### config.mk
export PLATFORM = sky130hd
export DESIGN_NAME = instruction_fetch_unit
export DESIGN_NICKNAME = d
export VERILOG_FILES = /design/src/rtl/instruction_fetch_unit.sv
export SDC_FILE = /design/constraint.sdc
export NUM_CORES = 1
export LEC_CHECK = 0
export BUFFER_PORTS_ARGS = -buffer_cell sky130_fd_sc_hd__buf_2
export CAP_MARGIN = 10
export CORE_MARGIN = 4
export CORE_UTILIZATION = 51
export DETAILED_ROUTE_END_ITERATION = 10
export GPL_TIMING_DRIVEN = 0
export PLACE_DENSITY = 0.84
export SYNTH_ARGS = -nofsm -noshare
export SYNTH_HDL_FRONTEND = slang
export SYNTH_SLANG_ARGS = --single-unit
### constraint.sdc
create_clock -name clk -period 4.7 [get_ports clk]
set_input_delay 0.705 -clock clk [delete_from_list [all_inputs] [get_ports clk]]
set_output_delay 0.705 -clock clk [all_outputs]
set_load 0.01 [all_outputs]
### src/rtl/instruction_fetch_unit.sv
// ----------------------------------------------------------------------------
// instruction_fetch_unit
//
// Purpose:
//   Fetches one instruction per fetch_req over a simple request/grant/rvalid
//   memory interface, holds it in an instruction register and exposes the
//   RISC-V decode fields as combinational slices of that register.
//   A three-state FSM (IDLE -> REQ -> WAIT -> IDLE) sequences each fetch.
//
// Parameters:
//   RESET_PC   - PC value loaded at reset.
//   NOP_INSTR  - instruction-register value at reset (addi x0,x0,0).
//
// Ports:
//   clk, rst_n          - clock, asynchronous active-low reset
//   fetch_req           - request the next instruction (sampled in IDLE only)
//   pc_write, pc_next   - load a new PC (sampled in IDLE only, wins over fetch)
//   imem_req/imem_addr  - memory request valid / word address
//   imem_gnt            - memory accepted the request
//   imem_rvalid/rdata   - read data valid / read data (used in WAIT only)
//   instr               - instruction register
//   opcode..func7       - decode slices of instr
//   pc                  - PC of the next fetch
//   pc_old              - PC of the instruction held in instr
//   instr_valid         - one-cycle pulse when instr is updated
//   fetch_busy          - high while in REQ or WAIT
//   misalign_fault      - one-cycle misaligned-fetch pulse
//
// Configuration:
//   FETCH_MISALIGN_TRAP_EN - when defined, a fetch_req in IDLE with a
//   misaligned pc raises misalign_fault instead of issuing a request. When
//   undefined, misalign_fault is tied 0 and the low address bits are forced
//   to zero on imem_addr.
// ----------------------------------------------------------------------------
module instruction_fetch_unit #(
    parameter logic [31:0] RESET_PC  = 32'h0000_0000,
    parameter logic [31:0] NOP_INSTR = 32'h0000_0013
) (
    input  logic        clk,
    input  logic        rst_n,
    input  logic        fetch_req,
    input  logic        pc_write,
    input  logic [31:0] pc_next,
    output logic        imem_req,
    output logic [31:0] imem_addr,
    input  logic        imem_gnt,
    input  logic        imem_rvalid,
    input  logic [31:0] imem_rdata,
    output logic [31:0] instr,
    output logic [6:0]  opcode,
    output logic [4:0]  rd,
    output logic [2:0]  func3,
    output logic [4:0]  rs1,
    output logic [4:0]  rs2,
    output logic [6:0]  func7,
    output logic [31:0] pc,
    output logic [31:0] pc_old,
    output logic        instr_valid,
    output logic        fetch_busy,
    output logic        misalign_fault
);

    typedef enum logic [1:0] {
        S_IDLE = 2'b00,
        S_REQ  = 2'b01,
        S_WAIT = 2'b10
    } state_t;

    state_t      state_q, state_d;
    logic [31:0] pc_q, pc_d;
    logic [31:0] pc_old_q, pc_old_d;
    logic [31:0] instr_q, instr_d;
    logic        instr_valid_q, instr_valid_d;
    logic        misalign_q, misalign_d;
    logic        pc_misaligned;

    assign pc_misaligned = (pc_q[1:0] != 2'b00);

    always_ff @(posedge clk or negedge rst_n) begin
        if (!rst_n) begin
            state_q       <= S_IDLE;
            pc_q          <= RESET_PC;
            pc_old_q      <= RESET_PC;
            instr_q       <= NOP_INSTR;
            instr_valid_q <= 1'b0;
            misalign_q    <= 1'b0;
        end else begin
            state_q       <= state_d;
            pc_q          <= pc_d;
            pc_old_q      <= pc_old_d;
            instr_q       <= instr_d;
            instr_valid_q <= instr_valid_d;
            misalign_q    <= misalign_d;
        end
    end

    always_comb begin
        state_d       = state_q;
        pc_d          = pc_q;
        pc_old_d      = pc_old_q;
        instr_d       = instr_q;
        instr_valid_d = 1'b0;
        misalign_d    = 1'b0;

        unique case (state_q)
            S_IDLE: begin
                // pc_write wins and swallows a same-cycle fetch_req.
                if (pc_write) begin
                    pc_d = pc_next;
                end else if (fetch_req) begin
`ifdef FETCH_MISALIGN_TRAP_EN
                    if (pc_misaligned) begin
                        misalign_d = 1'b1;
                    end else begin
                        state_d = S_REQ;
                    end
`else
                    state_d = S_REQ;
`endif
                end
            end
            S_REQ: begin
                if (imem_gnt) begin
                    state_d = S_WAIT;
                end
            end
            S_WAIT: begin
                if (imem_rvalid) begin
                    instr_d       = imem_rdata;
                    pc_old_d      = pc_q;
                    pc_d          = pc_q + 32'd4;  // wraps mod 2^32
                    instr_valid_d = 1'b1;
                    state_d       = S_IDLE;
                end
            end
            default: begin
                state_d = S_IDLE;
            end
        endcase
    end

    assign imem_req    = (state_q == S_REQ);
    assign fetch_busy  = (state_q != S_IDLE);
    assign instr_valid = instr_valid_q;
    assign instr       = instr_q;
    assign pc          = pc_q;
    assign pc_old      = pc_old_q;

`ifdef FETCH_MISALIGN_TRAP_EN
    // A misaligned pc never reaches REQ, so the raw pc is safe to present.
    assign imem_addr      = pc_q;
    assign misalign_fault = misalign_q;
`else
    assign imem_addr      = {pc_q[31:2], 2'b00};
    assign misalign_fault = 1'b0;
`endif

    assign opcode = instr_q[6:0];
    assign rd     = instr_q[11:7];
    assign func3  = instr_q[14:12];
    assign rs1    = instr_q[19:15];
    assign rs2    = instr_q[24:20];
    assign func7  = instr_q[31:25];

endmodule

* Word-level counts from Yosys, hierarchy flattened *
Index checks and enable logic that the tools add are counted.

word-level totals
  bits in registers = 99
  input bits = 70
  output and inout bits = 164
  logic and storage cells = 29

operators by class
  $add $sub $neg = 1
  equal/unequal tests = 7
  mux-type cells = 10
  reductions and logical operators = 6

operators by type and width
  kind                     number
  $mux W32                 2
  $pmux W32 S2             1
  $add A32 B3 Y32 const B  1
  $mux W2                  4
  $ne A2 B2 Y1 const B     4
  $pmux W2 S3              1
  $reduce_and A4 Y1        1
  $reduce_bool A2 Y1       2
  $reduce_and A3 Y1        1
  $eq A2 B1 Y1 const B     1
  $eq A2 B2 Y1 const B     1
  $logic_not A2 Y1         1
  $mux W1                  2
  $ne A2 B1 Y1 const B     1
  $reduce_and A2 Y1        1

* Longest topological paths before layout *
  depth after elaboration = 3
  gate-level depth with buffers = 8
  depth with buffers taken out = 6

* Least setup slack after synthesis *
No wires, ideal clock.

  path kind = reg2reg
  start point = register pc_q[2] (netlist: pc[2])
  end point = register pc_q[30] (netlist: pc[30])
  setup time = 0.104 ns
  data arrival time = 1.665 ns
  required time = 4.596 ns
  path slack = 2.932 ns
  cell stages (with the launch flop) = 7
  buffers on the path = 0
  period minus slack after synthesis = 1.768 ns
  path through = dfrtp_1 ha_1 nand4_1 nor2_4 and3_2 nand4_1 a221oi_1

between the ends
  longest elaborated chain between the ends = 3

ends and longest elaborated chain
  item                      line  text
  start: declaration        70    logic [31:0] pc_q, pc_d;
  start signal: assignment  89    pc_q <= pc_d;
  $add A32 B3 Y32           131   pc_d = pc_q + 32'd4;
  $mux W32                  128   if (imem_rvalid) begin
  $pmux W32 S2              105   unique case (state_q)

No other way between the ends. The select of a mux whose other input is x is not followed.
A chain may end at the register's enable or synchronous reset.

* Worst setup path after layout *
  start point = register pc_q[5] (netlist: pc[5])
  end point = register pc_q[31] (netlist: pc[31])

Same word-level chain as after synthesis.

==> metrics list <==
* Run status: finished, final reports clean
- Sequential Area: between 0.002 and 0.0025 mm2
- The layout has around 740 filler cells.
- Traced cell by cell, the critical path runs through buf_2, nand4_2, nor3_2, buf_2, nand3_1, a21oi_1, a2bb2oi_1.
* Reg clk slew, reported paths: about 0.10 ns
- DRC violation count after routing: 0
- Worst Hold Margin: between 0.2 and 0.3 ns
- Most area-consuming cells after synthesis: sky130_fd_sc_hd__dfrtp_1 (48%), sky130_fd_sc_hd__buf_4 (9.9%), sky130_fd_sc_hd__mux2_2 (8.3%), sky130_fd_sc_hd__nand2_1 (7.6%), sky130_fd_sc_hd__o21ai_0 (3.0%)
* Synth Register Bits: 99
- The number of global-route vias before repair came to 4722.
- Summed over all layers, the global routing overflow is 0.
- Summing the sequential cell areas from Yosys gives 49.4% of the chip area.
- Number of warnings printed during yosys synthesis: 0
* Power density cells: ~660 mW/mm2
* Number of distinct library cells after synthesis: 50
* Total area of multi-input combinational cells: ~0.0019 mm2
- Die width: approximately 110 um
- Number of vias in the routed layout: 4795
* Worst Skew: ~0.013 ns
- Max-cap violations in this run came to 0.
* Vias per Instance: 5.36
- CTS sink cnt: 99
- Mapped Cells: 517
* Synth Cell Area: 0.00502 mm2
- First-pass GRT wire length: about 24000 um
- Initial antenna violation count: 0
- Final routed wire length divided by cell count: 17.0 um
- Post-route ant nets: 0
- Master of the slowest instance on the critical path: sky130_fd_sc_hd__dfrtp_1
* Area enclosed by the die boundary: 0.0115 mm2
- Counting tap cells, the placed design contains a total of about 880 instances.
- At the pin with the least slew margin, the transition time is 0.601 ns.
- Final Hold Vio Count: 0
* Maximum frequency from static timing analysis: 0.489 GHz
- Counting cells, the worst reg-to-reg path comes to 7.
- In this run the tool buffered the top-level ports with 230 buffer cells.
- Number of enable-type register cells in the synthesized netlist: 0
* Worst stage delay on the critical path: 0.39 ns
- Fraction of registers with async set/reset: 100%
- The floorplan has 35 rows.
- Most numerous cell on the critical path: sky130_fd_sc_hd__buf_2
- After the last flow step, the layout net total stands at 832.
- The core region is 0.00942 mm2.
- During I/O placement, the number of pins put on the boundary was 234.
- Setup violations remaining at the end of the flow were counted as 0.
- STA classifies the critical path endpoint as a register.
- Final critical delay including setup and external delays: roughly 2.0 ns
- Estimated wirelength of the detail-placed design: about 12000 um
- Of all nets on the critical path, the largest fanout is 10.
* H-tree levels: 3
- Buffers inserted during clock tree synthesis total 9.
* Top cell family by delay on the critical path: simple AND/OR/NAND/NOR gates
* Worst relative slew slack: 60.0%
- The synthesized design spends more area on one cell type than any other, namely sky130_fd_sc_hd__dfrtp_1.
- Relative to the synthesized area, the layout overhead comes to 30.6%.
- Cell Count, Final, Fillers Out: 895
- Final Max Slew Viols: 0
- Worst min-delay path class: in2async
- CP Launch Type: register
- Counting both buffers and inverters, the worst setup path holds a total of 2.
- Crit path required time: approximately 5 ns
* Pre-antenna DRT Iters: 5
* Total routing resource utilization after global routing: 25.9%
- In this run the vertical extent of the chip is 107 um.
- Top cell type's share of synthesized area: 47.9%
- The setup path with the least slack is of type reg2reg.
- Pleak: between 3 and 4 nW
- Top_reg_cell synth: sky130_fd_sc_hd__dfrtp_1
- Number of setup buffers added after CTS: 0
- Design Power: approximately 4.3 mW
- The number of antenna diodes in the final layout is 0.
- In this run, the number of DRC markers left after iteration 0 of detailed routing was 408.
* Post-CTS sizing: 0
- The library cell used most frequently in the layout, excluding fill and tap cells, is sky130_fd_sc_hd__buf_2.
- Clock latency on the worst-skew pair, taken at its later pin, is approximately 0.36 ns.
* Maximum count of clock buffers along a single path: 2
* Critical path depth in cells: 7
- TritonCTS built the clock tree.
- Maximum number of pins on one net before global-route repair: 65
* Buffer cell driving the clock tree root: sky130_fd_sc_hd__clkbuf_8
- Initial cell density of the core: 53.3%
- Most used cells in the layout excluding fill and tap cells: sky130_fd_sc_hd__buf_2 (245), sky130_fd_sc_hd__nand2_1 (101), sky130_fd_sc_hd__dfrtp_1 (96)
* Endpoint arrival time on the critical path: 2.33 ns
- VDD sags by at most between 0.0003 and 0.0004 V.
- DRT Wirelength: 15200 um
- After clock tree synthesis, the flow added hold-fix buffers numbering 0.
- Share of layout cells above drive strength 1: 49.9%
- Setup TNS after final layout: 0 ns
- Synth Area per Inst: 9.71 um2
- After layout, the worst path uses 43.5% of the clock period.
- RSZ-0062 raised after global routing: no
* Global placer's final weighted congestion: 0.896
-- area by class of cell --
type / instances / area share (%)
Timing Repair Buffer: 231 / 18.0
Clock inverter: 6 / 0.744
Inverter: 7 / 0.401
Multi-Input combinational cell: 320 / 28.9
Tap cell: 129 / 2.46
Buffer: 93 / 9.52
Clock buffer: 10 / 2.10
Sequential cell: 99 / 37.9
-- worst paths after layout --
| path | from | end | slack (ns) |
|---|---|---|---|
| max in group asynchronous | rst_n | instr[1]$_DFFE_PN1P_ | 3.68 |
| worst max-delay path | pc[5]$_DFFE_PN0P_ | pc[31]$_DFFE_PN0P_ | 2.66 |
| worst min register to register | pc_old[15]$_DFFE_PN0P_ | pc_old[15]$_DFFE_PN0P_ | 0.48 |
| min in group clk | pc_old[15]$_DFFE_PN0P_ | pc_old[15]$_DFFE_PN0P_ | 0.48 |
| worst max register to register | pc[5]$_DFFE_PN0P_ | pc[31]$_DFFE_PN0P_ | 2.66 |
| worst min-delay path | rst_n | pc[3]$_DFFE_PN0P_ | 0.30 |
-- metrics by stage --
stage          setup WS (ns)  util (%)  area, um2
2_1_floorplan           2.93         -       5030
3_3_place_gp            1.93      67.3       6340
3_5_place_dp            2.64      67.6       6370
4_1_cts                 2.71      69.6       6560
5_1_grt                 2.53      69.6       6560
6_report                2.66      69.6       6560
-- state kept, by name, summed over array words and instances (netlist names) --
name / cells
instr: 32
instr_valid: 1
pc: 32
pc_old: 32
state_q: 2
-- cells in the mapped netlist, types with 2 or more instances --
| cell | count |
|---|---|
| sky130_fd_sc_hd__or2_2 | 2 |
| sky130_fd_sc_hd__o22ai_1 | 8 |
| sky130_fd_sc_hd__a31oi_1 | 2 |
| sky130_fd_sc_hd__and3_1 | 4 |
| sky130_fd_sc_hd__or3_1 | 7 |
| sky130_fd_sc_hd__dfstp_2 | 3 |
| sky130_fd_sc_hd__inv_1 | 6 |
| sky130_fd_sc_hd__nor3_2 | 2 |
| sky130_fd_sc_hd__o311ai_1 | 2 |
| sky130_fd_sc_hd__nand2_1 | 101 |
| sky130_fd_sc_hd__dfrtp_1 | 96 |
| sky130_fd_sc_hd__nor2b_1 | 2 |
| sky130_fd_sc_hd__o21ai_0 | 30 |
| sky130_fd_sc_hd__nand3_1 | 18 |
| sky130_fd_sc_hd__a211oi_1 | 5 |
| sky130_fd_sc_hd__clkbuf_1 | 9 |
| sky130_fd_sc_hd__buf_2 | 16 |
| sky130_fd_sc_hd__nand2b_1 | 2 |
| sky130_fd_sc_hd__nor4_1 | 3 |
| sky130_fd_sc_hd__mux2i_1 | 3 |
| sky130_fd_sc_hd__a21oi_1 | 29 |
| sky130_fd_sc_hd__nor2_1 | 21 |
| sky130_fd_sc_hd__buf_4 | 66 |
| sky130_fd_sc_hd__a311oi_1 | 2 |
| sky130_fd_sc_hd__nand4_1 | 9 |
| sky130_fd_sc_hd__a2bb2oi_1 | 5 |
| sky130_fd_sc_hd__nor3_1 | 5 |
| sky130_fd_sc_hd__mux2_2 | 37 |
-- kinds of logic after synthesis --
logic type | count (synthesis) | share of synthesized area (%)
other | 1 | 0.0747
AND/OR/NAND/NOR | 186 | 17.7
multiplexers | 40 | 8.90
flip-flops | 99 | 49.4
AO/OA/AOI/OAI | 90 | 10.7
adder cells (fa/ha/maj) | 1 | 0.249
buffers and inverters | 100 | 13.0
-- layer usage --
metal	GRT usage, %	vias to the layer above	routed length [um]
met1	32.2	2256	5760
li1	-	2200	-
met2	45.3	304	7750
met3	5.24	35	1450
met4	7.95	0	284
met5	0	-	0
-- power breakdown --
part | leakage, nW | switching [mW] | internal [mW]
Sequential | 1.18 | 0.421 | 1.25
Clock | 0.0908 | 0.307 | 0.213
Combinational | 2.12 | 1.06 | 1.06
Total | 3.39 | 1.79 | 2.52
Power figures use the tool's default switching activity.
